===== src/rtl/play_engine_if.sv =====
// Playback engine bus: control handshake, SRAM read port and DAC sample port.
// The engine uses the slave modport. The environment (control FSM, SRAM, DAC)
// uses the master modport.
interface play_engine_if #(
    parameter int ADDR_W = 23,
    parameter int DATA_W = 16,
    parameter int LEN_W  = 23
);
    logic              i_play_start;
    logic [ADDR_W-1:0] i_play_select;
    logic [LEN_W-1:0]  i_play_len;
    logic              i_play_stop;
    logic              o_play_done;
    logic              o_sram_req;
    logic [ADDR_W-1:0] o_sram_addr;
    logic [DATA_W-1:0] i_sram_rdata;
    logic              i_sram_rvalid;
    logic              i_dac_req;
    logic [DATA_W-1:0] o_dac_data;
    logic              o_busy;

    modport slave (
        input  i_play_start, i_play_select, i_play_len, i_play_stop,
        input  i_sram_rdata, i_sram_rvalid, i_dac_req,
        output o_play_done, o_sram_req, o_sram_addr, o_dac_data, o_busy
    );

    modport master (
        output i_play_start, i_play_select, i_play_len, i_play_stop,
        output i_sram_rdata, i_sram_rvalid, i_dac_req,
        input  o_play_done, o_sram_req, o_sram_addr, o_dac_data, o_busy
    );
endinterface


===== src/rtl/play_engine.sv =====
// Playback engine: streams DATA_W-bit samples from SRAM to the DAC serializer,
// one SRAM read per DAC request. The engine pulses done for one cycle when it
// finishes, then waits for the control FSM to drop start.
// Optional build macro PLAY_LOOP_EN: when defined, the engine restarts at base
// after the last sample and stops only on a stop request.
module play_engine #(
    parameter int ADDR_W = 23,
    parameter int DATA_W = 16,
    parameter int LEN_W  = 23
) (
    input  logic i_clk,
    input  logic i_rst_n,
    play_engine_if.slave bus
);
    typedef enum logic [2:0] {IDLE, FETCH, READY, DONE, HOLD} state_t;

    state_t            state, state_nxt;
    logic [ADDR_W-1:0] base;
    logic [LEN_W-1:0]  len;
    logic [LEN_W-1:0]  count;
    logic [DATA_W-1:0] sample;
    logic              stop_seen;    // stop arrived while a read was outstanding
    logic              have_sample;  // sample register holds valid stream data
    logic              last_smp;
    logic              stop_now;

    assign last_smp = (count + LEN_W'(1)) == len;
    assign stop_now = stop_seen | bus.i_play_stop;

    // State register
    always_ff @(posedge i_clk or negedge i_rst_n) begin
        if (!i_rst_n) state <= IDLE;
        else          state <= state_nxt;
    end

    // Next-state logic
    always_comb begin
        state_nxt = state;
        case (state)
            IDLE:  if (bus.i_play_start)
                       state_nxt = (bus.i_play_len == '0) ? DONE : FETCH;
            // The read in flight always completes before leaving FETCH.
            FETCH: if (bus.i_sram_rvalid)
                       state_nxt = stop_now ? DONE : READY;
            READY: begin
                if (bus.i_play_stop) state_nxt = DONE;
                else if (bus.i_dac_req) begin
`ifdef PLAY_LOOP_EN
                    state_nxt = FETCH;
`else
                    state_nxt = last_smp ? DONE : FETCH;
`endif
                end
            end
            DONE:  state_nxt = HOLD;
            HOLD:  if (!bus.i_play_start) state_nxt = IDLE;
            default: state_nxt = IDLE;
        endcase
    end

    // Datapath: latched request, sample position, sample register
    always_ff @(posedge i_clk or negedge i_rst_n) begin
        if (!i_rst_n) begin
            base        <= '0;
            len         <= '0;
            count       <= '0;
            sample      <= '0;
            stop_seen   <= 1'b0;
            have_sample <= 1'b0;
        end else begin
            case (state)
                IDLE: begin
                    stop_seen   <= 1'b0;
                    have_sample <= 1'b0;
                    if (bus.i_play_start) begin
                        base  <= bus.i_play_select;
                        len   <= bus.i_play_len;
                        count <= '0;
                    end
                end
                FETCH: begin
                    if (bus.i_play_stop) stop_seen <= 1'b1;
                    // Data of a read cancelled by stop is dropped.
                    if (bus.i_sram_rvalid && !stop_now) begin
                        sample      <= bus.i_sram_rdata;
                        have_sample <= 1'b1;
                    end
                end
                READY: begin
                    // A sample consumed alongside stop still counts.
                    if (bus.i_dac_req) begin
`ifdef PLAY_LOOP_EN
                        count <= last_smp ? '0 : count + LEN_W'(1);
`else
                        count <= count + LEN_W'(1);
`endif
                    end
                end
                DONE: have_sample <= 1'b0;
                default: ;
            endcase
        end
    end

    // Outputs are pure functions of state, so all drop to 0 at reset.
    // The previous sample stays on the DAC while the next one is fetched.
    assign bus.o_sram_req  = (state == FETCH);
    assign bus.o_sram_addr = (state == FETCH) ? base + ADDR_W'(count) : '0;
    assign bus.o_dac_data  = (have_sample && (state == FETCH || state == READY))
                             ? sample : '0;
    assign bus.o_play_done = (state == DONE);
    assign bus.o_busy      = (state != IDLE);
endmodule


===== src/flat_wrapper.sv =====
// flat-port wrapper written by rule: the top's interface ports become plain ports
module play_engine_flat 
#(
    parameter int ADDR_W = 23,
    parameter int DATA_W = 16,
    parameter int LEN_W  = 23
)
  (i_clk, i_rst_n, bus_i_play_start, bus_i_play_select, bus_i_play_len, bus_i_play_stop, bus_i_sram_rdata, bus_i_sram_rvalid, bus_i_dac_req, bus_o_play_done, bus_o_sram_req, bus_o_sram_addr, bus_o_dac_data, bus_o_busy);
  play_engine_if #(.ADDR_W(ADDR_W), .DATA_W(DATA_W), .LEN_W(LEN_W)) bus_i ();
  input  logic i_clk;
  input  logic i_rst_n;
  input wire logic [$bits(bus_i.i_play_start)-1:0] bus_i_play_start;
  input wire logic [$bits(bus_i.i_play_select)-1:0] bus_i_play_select;
  input wire logic [$bits(bus_i.i_play_len)-1:0] bus_i_play_len;
  input wire logic [$bits(bus_i.i_play_stop)-1:0] bus_i_play_stop;
  input wire logic [$bits(bus_i.i_sram_rdata)-1:0] bus_i_sram_rdata;
  input wire logic [$bits(bus_i.i_sram_rvalid)-1:0] bus_i_sram_rvalid;
  input wire logic [$bits(bus_i.i_dac_req)-1:0] bus_i_dac_req;
  output wire logic [$bits(bus_i.o_play_done)-1:0] bus_o_play_done;
  output wire logic [$bits(bus_i.o_sram_req)-1:0] bus_o_sram_req;
  output wire logic [$bits(bus_i.o_sram_addr)-1:0] bus_o_sram_addr;
  output wire logic [$bits(bus_i.o_dac_data)-1:0] bus_o_dac_data;
  output wire logic [$bits(bus_i.o_busy)-1:0] bus_o_busy;
  assign bus_i.i_play_start = bus_i_play_start;
  assign bus_i.i_play_select = bus_i_play_select;
  assign bus_i.i_play_len = bus_i_play_len;
  assign bus_i.i_play_stop = bus_i_play_stop;
  assign bus_i.i_sram_rdata = bus_i_sram_rdata;
  assign bus_i.i_sram_rvalid = bus_i_sram_rvalid;
  assign bus_i.i_dac_req = bus_i_dac_req;
  assign bus_o_play_done = bus_i.o_play_done;
  assign bus_o_sram_req = bus_i.o_sram_req;
  assign bus_o_sram_addr = bus_i.o_sram_addr;
  assign bus_o_dac_data = bus_i.o_dac_data;
  assign bus_o_busy = bus_i.o_busy;
  play_engine #(.ADDR_W(ADDR_W), .DATA_W(DATA_W), .LEN_W(LEN_W)) u_core (.i_clk(i_clk), .i_rst_n(i_rst_n), .bus(bus_i));
endmodule

===== config.mk =====
export PLATFORM = sky130hd
export DESIGN_NAME = play_engine_flat
export DESIGN_NICKNAME = d
export VERILOG_FILES = /design/src/rtl/play_engine_if.sv /design/src/rtl/play_engine.sv /design/src/flat_wrapper.sv
export SDC_FILE = /design/constraint.sdc
export NUM_CORES = 1
export LEC_CHECK = 0
export BUFFER_PORTS_ARGS = -buffer_cell sky130_fd_sc_hd__clkbuf_2
export CAP_MARGIN = 20
export CELL_PAD_IN_SITES_DETAIL_PLACEMENT = 1
export CELL_PAD_IN_SITES_GLOBAL_PLACEMENT = 2
export CORE_ASPECT_RATIO = 1.2
export CORE_MARGIN = 1
export CORE_UTILIZATION = 35
export CTS_CLUSTER_DIAMETER = 40
export DETAILED_ROUTE_END_ITERATION = 10
export GPL_TIMING_DRIVEN = 0
export PLACE_DENSITY_LB_ADDON = 0.1
export SLEW_MARGIN = 20
export SYNTH_ARGS = -nofsm -noshare
export SYNTH_HDL_FRONTEND = slang
export SYNTH_SLANG_ARGS = --single-unit

===== constraint.sdc =====
create_clock -name i_clk -period 5.8 [get_ports i_clk]
set_clock_uncertainty 0.15 [all_clocks]
set_input_delay 0.29 -clock i_clk [delete_from_list [all_inputs] [get_ports i_clk]]
set_output_delay 0.29 -clock i_clk [all_outputs]
set_load 0.1 [all_outputs]

==> Word-level counts from Yosys, hierarchy flattened <==
Index checks and enable logic that the tools add are counted.
{ "word_totals": {"out_inout_bits": 42, "elab_cells": 57, "inputBits": 68, "register_bits": 90} }
{ "op_classes": {"n_eq_ne": 12, "n_mux": 18, "n_bitwise": 1, "reduce_logical": 17, "add_sub_neg": 2} }
{ "op_table": {"columns": ["operator", "n"], "rows": [
  ["$mux 23", 3],
  ["$pmux 23 s2", 1],
  ["$add 23x1->23 const B", 1],
  ["$add 23x23->23", 1],
  ["$eq 23x23->1", 1],
  ["$logic_not 23->1", 1],
  ["$mux 16", 1],
  ["$mux 3", 5],
  ["$pmux 3 s5", 1],
  ["$ne 2x2->1 const B", 5],
  ["$reduce_and 2->1", 4],
  ["$eq 3x2->1 const B", 2],
  ["$reduce_bool 2->1", 3],
  ["$mux 2", 2],
  ["$pmux 1 s2", 2],
  ["$reduce_and 4->1", 1],
  ["$eq 3x1->1 const B", 1],
  ["$eq 3x3->1 const B", 1],
  ["$logic_not 3->1", 1],
  ["$mux 1", 3],
  ["$ne 3x3->1 const B", 1],
  ["$reduce_and 3->1", 1],
  ["$reduce_bool 3->1", 1],
  ["$logic_and 1x1->1", 2],
  ["other kinds (5)", 5]
]} }

==> Depth between registers and ports, before layout <==
{ "depth": {"word_depth": 6, "depth_mapped": 10, "ltp_nobuf": 10} }

==> Worst setup path after synthesis <==
Ideal clock, no wire load.
{ "synth_path": {"path_kind": "register to output", "startpoint": "reg u_core.count[4]", "endpoint": "out bus_o_sram_addr[15]", "setup_slack_ps": 1189, "arrival_time_ps": 4171, "n_path_buf": 0, "required_time_ps": 5360, "path_stages_with_launch": 9, "path_cell_list": "dfrtp_1 > ha_1 > a2111oi_0 > a21oi_1 > nand3_1 > a21o_1 > nand2b_1 > or2_2 > a211oi_1"} }
{ "synth_between": {"elab_chain_cells": 2} }
{ "synth_rtl": {"columns": ["element", "line", "source"], "rows": [
  ["start, declared", "play_engine.sv:20", "logic [LEN_W-1:0] count;"],
  ["start signal, assigned", "play_engine.sv:95", "count <= count + LEN_W'(1);"],
  ["$add 23x23->23", "play_engine.sv:108", "assign bus.o_sram_addr = (state == FETCH) ? base + ADDR_W'(count) : '0;"],
  ["$mux 23", "play_engine.sv:108", null],
  ["end, declared", "flat_wrapper.sv:21", "output wire logic [$bits(bus_i.o_sram_addr)-1:0] bus_o_sram_addr;"]
]} }
Every way passes these cells.

==> Final worst setup path <==
{ "layout_path": {"startpoint": "reg u_core.count[0]", "endpoint": "out bus_o_sram_addr[22]"} }
The elaborated chain is that of the path after synthesis.

==> results.ini <==
[timing]
finalSetupTns_ns = 0
finalCriticalPeriod_ns = 4.29
slew_headroom_pct = 47.1
fmax_mhz = 233
tightestPinTransition_ns = 0.786
finalHoldViolCount = 0
setup_slack_ns = 1.51
rsz0062_at_grt = no
finalSetupViolCount = 0
timing.final.crit_share_pct = 73.9
slew_violations = 0

[placement]
gp_congestion = 0.827
numPortBuffers = 109
dp_hpwl_mm = 12.9
dp_slack_ns = 1.85

[global_route]
met1_usage_pct = 25.9
grtUsageMet2_pct = 35.6
track_usage_pct = 20.6
gr-usage-met3_pct = 3.25
overflow = 0
grt_start_max_net_pins = 91
grt_pass1_vias = 5079
antenna_found_initial = 0
busiest_layer = met2
grt_first_pass_wirelength_mm = 26.9

[yosys]
synth_top_area_share_pct = 39.3
post-synth-top-area-cell = dfrtp_1
ys_ff_latch = 90
synthFlopType = dfrtp_1
synth_edf_count = 0
yosys-top-cells-area = dfrtp_1, mux2_2, ha_1
syn_area_sq_mm = 0.00573
synthArstFlopShare_pct = 100
yosys_warnings = 0
syn_inst = 583
ys_types = 59
ys_seq_area_share_pct = 39.3
synth_nets = 675
avgSynthCellArea_sq_um = 9.83

[power]
cellLeakagePower_uw = 0.00313
seqPwrFrac_pct = 27.5
combPwrFrac_pct = 57.0
ir_drop_v = 0.000287
clkPwrFrac_pct = 15.5
p_int_uw = 1820
powerDensity_mw_per_mm2 = 554
switchingPower_uw = 2000
p_sw_share_pct = 52.4

[critical_path]
critPathMaxFanout = 8
r2r_slack_ns = 2.80
startpoint = u_core.count[0]
reg2reg_from = u_core.count[0]
critPathArrivalTime_ns = 3.85
worstSetupPathType = flip-flop to output pin
end_kind = output pin
start_kind = flip-flop
cp.required_ns = 5.36

[route]
drc = 0
wl_per_cell_microns = 17.9
dr.pass1.iters = 4
drtIter0Drc = 225
routed_wl_mm = 16.5
viasPerCell = 5.24
antenna_left = 0
routed-via-count = 4818

[floorplan]
core_sq_mm = 0.0158
die_x_microns = 119
initial_core_util_pct = 36.2
fp.dieH_microns = 142
pin_count = 110
std_cell_rows = 50
die_area_sq_mm = 0.0169

[clock_network]
clockBufferDepth = 2
cts_sinks = 90
htree_levels = 3
clk_latency_ns = 0.35
path_clk_slew_ns = 0.07
cts_tree = built
cts_root_buf = clkbuf_16
cts_setup_buffers = 0
numCtsBuffers = 9

[worst_hold_path]
min_from = bus_i_play_select[3]
min_path_type = input port to flip-flop

[cells_and_area]
final_nets = 798
num-fill-cells = 1849
drive_above_1_share_pct = 30.0
layout_common_cells = clkbuf_2, dfrtp_1, mux2_2
syn2layout_area_growth_pct = 20.3
num_antenna_cells = 0
utilization_pct = 43.6
final_common_cell = clkbuf_2

[run_status]
status = finished clean

[job]
drv_cap = 0

-- final timing paths --
| path | endpoint | cells past startpoint |
|---|---|---|
| min | u_core.base[3] | 2 |
| min in group asynchronous | u_core.len[2] | 3 |
| max | bus_o_sram_addr[22] | 11 |
| min reg2reg | u_core.sample[3] | 1 |
| max in group asynchronous | u_core.base[20] | 3 |
| max reg2reg | u_core.state[1] | 9 |
-- final cells by class --
cell class | count | area (sq um) | area share, %
Buffer | 25 | 105 | 1.52
Clock buffer | 9 | 225 | 3.27
Clock inverter | 7 | 76.3 | 1.11
Inverter | 12 | 45.0 | 0.653
Multi-Input combinational cell | 456 | 3330 | 48.3
Sequential cell | 90 | 2250 | 32.7
Tap cell | 208 | 260 | 3.77
Timing Repair Buffer | 112 | 602 | 8.73
-- synthesized netlist by cell type, drive strengths merged, types with 6 or more instances --
cell / number
and3: 8
nor2: 43
a21oi: 17
o21ai: 42
nand2: 40
dfrtp: 90
buf: 8
ha: 23
a31oi: 6
a211oi: 9
mux2: 62
xnor2: 23
xor2: 23
nor4: 9
clkbuf: 17
nand4: 11
o31ai: 13
inv: 12
nor3: 18
and2: 24
a21o: 6
o21a: 12
nor2b: 6
nand3: 17
-- flip-flops by register name, indices dropped and copies added, names as in the netlist --
register,flops
u_core.sample,16
u_core.base,23
u_core.count,23
u_core.have_sample,1
u_core.state,3
u_core.stop_seen,1
u_core.len,23
-- power groups by stage --
| stage | logic, uW | clock network (uW) | registers [uW] |
|---|---|---|---|
| floorplan | 1780 | 0 | 1000 |
| global placement | 2150 | 0 | 1050 |
| detailed placement | 2190 | 0 | 1070 |
| CTS | 2200 | 611 | 1050 |
| global route | 2330 | 635 | 1080 |
| finish | 2180 | 591 | 1050 |
-- routing by layer --
| metal | up-vias | routed length, microns |
|---|---|---|
| li1 | 2346 | - |
| met1 | 2356 | 7440 |
| met2 | 96 | 8170 |
| met3 | 20 | 565 |
| met4 | 0 | 310 |
| met5 | - | 0 |
-- cell families (layout without fill, tap and decap cells) --
group	count (synthesis)	after routing	share of synthesized area (%)
AOI/OAI and AO/OA	121	121	13.6
xor gates and xnor gates	46	46	7.16
adders and majority gates	24	24	5.37
buffers and inverters	37	165	2.62
DFF	90	90	39.3
muxes	66	66	12.9
and+or+nand+nor	199	199	19.1
-- worst max-delay path: stages (launching register included) --
cell      delay, ns
dfrtp_1        0.54
ha_1           0.26
inv_1          0.07
fa_1           0.39
nor2b_1        0.16
o21a_1         0.20
o21ai_0        0.18
a211o_1        0.35
and2_1         0.20
o31ai_1        0.36
mux2i_1        0.28
clkbuf_2       0.49
-- per-stage QoR --
step,instances,hold slack [ns],total power [uW],area (sq um)
floorplan,583,-0.156,2780,5730
global placement,900,0.328,3200,6540
detailed placement,901,0.227,3260,6570
CTS,919,0.00172,3870,6890
global route,919,0.000503,4050,6890
finish,919,0.0119,3820,6890
-- timing repair --
action / 4_1_cts / 5_1_grt
endpoints found under the hold margin: 91 / 0
gates resized for setup: 0 / 0
hold buffers: 2 / 0
Power figures use the tool's default switching activity.
